### config.mk
export PLATFORM = sky130hd
export DESIGN_NAME = branch_predictor
export DESIGN_NICKNAME = d
export VERILOG_FILES = /design/src/rtl/branch_predictor.sv
export SDC_FILE = /design/constraint.sdc
export NUM_CORES = 1
export LEC_CHECK = 0
export BUFFER_PORTS_ARGS = -buffer_cell sky130_fd_sc_hd__buf_2
export CAP_MARGIN = 20
export CORE_ASPECT_RATIO = 0.6
export CORE_MARGIN = 2
export CORE_UTILIZATION = 45
export CTS_CLUSTER_DIAMETER = 80
export CTS_CLUSTER_SIZE = 25
export DETAILED_ROUTE_END_ITERATION = 10
export PLACE_DENSITY = 0.8
export SLEW_MARGIN = 40
export SYNTH_ARGS = -nofsm -noshare
export SYNTH_HDL_FRONTEND = slang
export SYNTH_SLANG_ARGS = --single-unit
### constraint.sdc
create_clock -name clk -period 3.1 [get_ports clk]
set_input_delay 0.62 -clock clk [delete_from_list [all_inputs] [get_ports clk]]
set_output_delay 0.62 -clock clk [all_outputs]
set_load 0.01 [all_outputs]
### src/rtl/branch_predictor.sv
// Fetch-stage dynamic branch predictor: a direct-mapped table of 2-bit
// saturating counters indexed by PC. It predicts conditional branches in IF,
// carries the prediction to EX, trains on the resolved outcome and counts
// mispredictions.
module branch_predictor #(
    parameter int ENTRIES = 64,
    parameter int IDX_W   = $clog2(ENTRIES)
) (
    input  logic        clk,
    input  logic        rst,
    input  logic [31:0] fetch_pc,
    input  logic [31:0] fetch_inst,
    output logic        pred_taken,
    output logic [31:0] pred_target,
    input  logic        stall,
    input  logic        flush,
    input  logic        update_en,
    input  logic [31:0] update_pc,
    input  logic        br_actual,
    output logic        br_prediction,
    output logic [15:0] mispredict_count
);

    logic [1:0]       ctr [ENTRIES];
    logic [IDX_W-1:0] rd_idx;
    logic [IDX_W-1:0] wr_idx;
    logic             is_br;
    logic [12:0]      b_imm;
    logic [1:0]       wr_cur;
    logic [1:0]       wr_next;
    logic             pred_id;
    logic             pred_ex;
    logic             unused_bits;

    assign rd_idx = fetch_pc[IDX_W+1:2];
    assign wr_idx = update_pc[IDX_W+1:2];
    assign is_br  = (fetch_inst[6:0] == 7'b1100011);
    assign b_imm  = {fetch_inst[31], fetch_inst[7], fetch_inst[30:25], fetch_inst[11:8], 1'b0};

    // PC bits outside the index and the instruction fields the B-type decode ignores
    assign unused_bits = ^{update_pc[31:IDX_W+2], update_pc[1:0], fetch_inst[24:12]};

    // Combinational IF prediction and target; the table read sees pre-update contents
    always_comb begin
        pred_taken  = is_br & ctr[rd_idx][1];
        pred_target = fetch_pc + {{19{b_imm[12]}}, b_imm};
    end

    // Saturating increment/decrement of the entry addressed by the resolving branch
    always_comb begin
        wr_cur  = ctr[wr_idx];
        wr_next = wr_cur;
        if (br_actual) begin
            if (wr_cur != 2'b11) wr_next = wr_cur + 2'd1;
        end else begin
            if (wr_cur != 2'b00) wr_next = wr_cur - 2'd1;
        end
    end

    // Counter table: reset to weakly not-taken, one entry trained per resolving branch
    always_ff @(posedge clk) begin
        if (rst) begin
            for (int unsigned i = 0; i < ENTRIES; i++) begin
                ctr[i[IDX_W-1:0]] <= 2'b01;
            end
        end else if (update_en) begin
            ctr[wr_idx] <= wr_next;
        end
    end

    // IF/ID and ID/EX prediction registers; flush wins over stall
    always_ff @(posedge clk) begin
        if (rst || flush) begin
            pred_id <= 1'b0;
            pred_ex <= 1'b0;
        end else if (!stall) begin
            pred_id <= pred_taken;
            pred_ex <= pred_id;
        end
    end

    assign br_prediction = pred_ex;

    // Saturating misprediction counter, compared against the prediction aligned in EX
    always_ff @(posedge clk) begin
        if (rst) begin
            mispredict_count <= '0;
        end else if (update_en && (br_actual != pred_ex) && (mispredict_count != '1)) begin
            mispredict_count <= mispredict_count + 16'd1;
        end
    end

endmodule

==> impl_results.md <==
- Final HPWL DP: 22.1 mm
- Yosys cell types: 70
- Overflow after GRT: 0
- Hold Fails Final Rpt: 0
- Slew HR: 48.2%
- EDFF count, synth: 128
- Fraction of layout cells with a size suffix above 1: 41.5%
- Placed cell area: 0.0113 mm2
- Critical path buffer and inverter count: 3
- Total power: 0.00581 W
- Io pins: 152
- Min-delay worst type: primary input to flip-flop
- WP data required: 2480 ps
- CP max stage cell: fa_2
- Vias in the first global route: 8109
- Number of fillers in the final layout: 1587
- # diodes: 0
- PortBufs: 110
- Die extent in x: 192 um
- Max IR drop VDD: 0.000404 V
- Final setup viols: 23
- Initial antenna violation count: 1
- Critical-path cell list: buf_6, ha_4, fa_2, a21o_1, and4_4, o211ai_1, nand2_2, buf_6, nand3_4, o211ai_1, a31oi_1, xnor2_1, buf_2
- Hold_ws: 370 ps
- Status: finished, violations left
- Critical Path Max Stage Delay: 380 ps
- Routed via count: 8908
- Pre-Repair DR Iteration Count: 8
- H-tree depth: 4
- Post-Synth XOR/XNOR Area: 3.85%
- Clk sinks: 146
- P per Cell Area: 460 mW/mm2
- Worst Clk Skew: 11.1 ps
- Largest family of logic cells by synthesized area: simple AND/OR/NAND/NOR gates
- Number of hold buffers added after cts: 0
- First-pass GRT wire length: 46.3 mm
- Fin crit period: 3620 ps
- Max Fclk: 276 MHz
- LEAKAGE: 4.78 nW
- Clk slew on worst S/H paths: 70 ps
- HP Start: flush
- Failing checks: setup timing
- Crit. Startpoint: fetch_inst[8]
- GRT Util Overall: 27.8%
- CTS tree: built
- Syn nets: 1023
- Avg Cell Area, Syn: 10.8 um2
- Rows: 41
- CTS max path bufs: 2
- Core area: 0.0209 mm2
- CTS buffer count: 17
- Die Footprint: 0.0225 mm2
- Final Cell Area: 0.0126 mm2
- Top cell type's share of synthesized area: 40.2%
- Synth Area in Adders: 4.50%
- Cell taking the most area after synthesis: edfxtp_1
- Crit-path max FO: 2
- CP arrival: 3000 ps
- Final ANT Viol Nets: 0
- Slew @ Worst Pin: 776 ps
- Most frequent cells in the layout: 143 x buf_4, 128 x edfxtp_1, 102 x buf_2
- Synth-to-Final Area Change: 32.1%
- Top delay family on crit path: compound AO/OA/AOI/OAI gates
- Mux contribution to synthesized area: 11.5%
- CP Capture Type: output pin
- Worst setup SP type: primary input
- Routability Congestion: 0.951
- Fin worst setup slack: -521 ps
- Setup repair after global routing missed its margin: yes
- Cells after Synth: 889
- Sequential area share after synthesis: 44.0%
- Compound-Gate Fraction of Synth Area: 11.5%
- Fin crit share: 117%
- Average wire per standard cell: 23.5 um
- Yosys Warn Count: 0
- Initial DRC count: 1371
- FFs w/ async S/R, synth: 0%
- Commonest non-fill, non-tap cell in the layout: buf_4
- Synth Area in Simple Gates: 19.9%
- Max Slew Vio Count: 0
- Drt drc: 0
- Largest net degree at the start of global routing: 76
- Core Util, Final: 60.3%
- Die height: 117 um
- Count of state elements after synthesis: 146
- Top post-synthesis cells by area: edfxtp_1 40%, mux4_2 8.5%, ha_1 4.1%
- Routed WL: 32.8 mm
- Leading register cell type out of synthesis: edfxtp_1
- Worst-Skew Late Latency: 440 ps
- Average via count per standard cell: 6.36
- Reg2reg start: ctr[15][1]
- Layout Nets: 1242
- Max-cap viol count: 0
- Starting Density: 45.7%
- Root buffer cell: clkbuf_16
- Post-Syn Area: 0.00956 mm2
- Worst Setup Path Type: primary input to output pin
## flip-flops by register name, indices dropped and copies added (netlist names)
name / count
mispredict_count: 16
ctr: 128
br_prediction: 1
pred_id: 1
## power breakdown
group | leakage, nW | internal (W) | switching (W)
combinational | 3.20 | 0.000686 | 0.000830
clock | 0.285 | 0.00114 | 0.000944
sequential | 1.29 | 0.00217 | 0.0000303
total | 4.78 | 0.00401 | 0.00181
## timing repair
action | 4_1_cts | 5_1_grt
pin swaps | 34 | 35
setup endpoints to repair | 21 | 23
resized for setup | 70 | 42
buffers inserted | 8 | 7
## final timing paths
path	to	slack, ps	cells after the start
worst min-delay path	pred_id	370	2
worst max register to register	ctr[43][0]	400	7
worst max-delay path	pred_target[31]	-520	13
worst min register to register	pred_id	480	2
## logic make-up (layout without fill, tap and decap cells)
| family | Yosys count | after routing |
|---|---|---|
| compound gates | 159 | 159 |
| xor+xnor | 42 | 42 |
| fa+ha+maj | 34 | 34 |
| buf+inv | 78 | 310 |
| flops | 146 | 146 |
| mux | 63 | 63 |
| simple gates | 367 | 367 |
## through the flow
| stage | setup WS (ps) | TNS, ps | instances |
|---|---|---|---|
| after floorplan | 8.05 | 0 | 889 |
| after global placement | -521 | -16390 | 1356 |
| after detailed placement | -598 | -22440 | 1356 |
| after CTS | -388 | -3490 | 1394 |
| after global routing | -616 | -7080 | 1400 |
| final | -521 | -5940 | 1400 |
## worst register-to-register path, delay by kind of cell (launching register included)
kind                     cells  cell delay, ps
multiplexers                 1             510
flip-flops                   1             410
buffers and inverters        1             210
AND/OR/NAND/NOR              2             440
adder cells (fa/ha/maj)      1             350
AO/OA/AOI/OAI                2             520
## cells in the mapped netlist (all sizes together) (11+ instances only)
cell type	n
mux2i	16
nor2	75
o21ai	22
ha	31
clkbuf	26
xor2	21
a21oi	31
nand4	16
nand3	49
buf	45
nor3	54
or2	22
dfxtp	18
edfxtp	128
a21o	30
xnor2	21
o21bai	17
mux2	11
mux4	36
nand2	78
nand2b	24
## routing by layer
layer | vias to the layer above | track usage, % | share of wire, %
li1 | 3792 | - | -
met1 | 4221 | 39.9 | 39
met2 | 732 | 39.8 | 43
met3 | 161 | 9.18 | 15
met4 | 2 | 8.70 | 3.7
met5 | - | 0 | 0.037
## layout make-up
type	instances	area [um2]	share of cell area, %
Multi-Input combinational cell	665	5480	43.4
Sequential cell	146	4200	33.3
Timing Repair Buffer	271	1970	15.6
Clock buffer	17	425	3.37
Tap cell	279	349	2.76
Clock inverter	15	168	1.33
Inverter	7	26.3	0.208
Power figures use the tool's default switching activity.
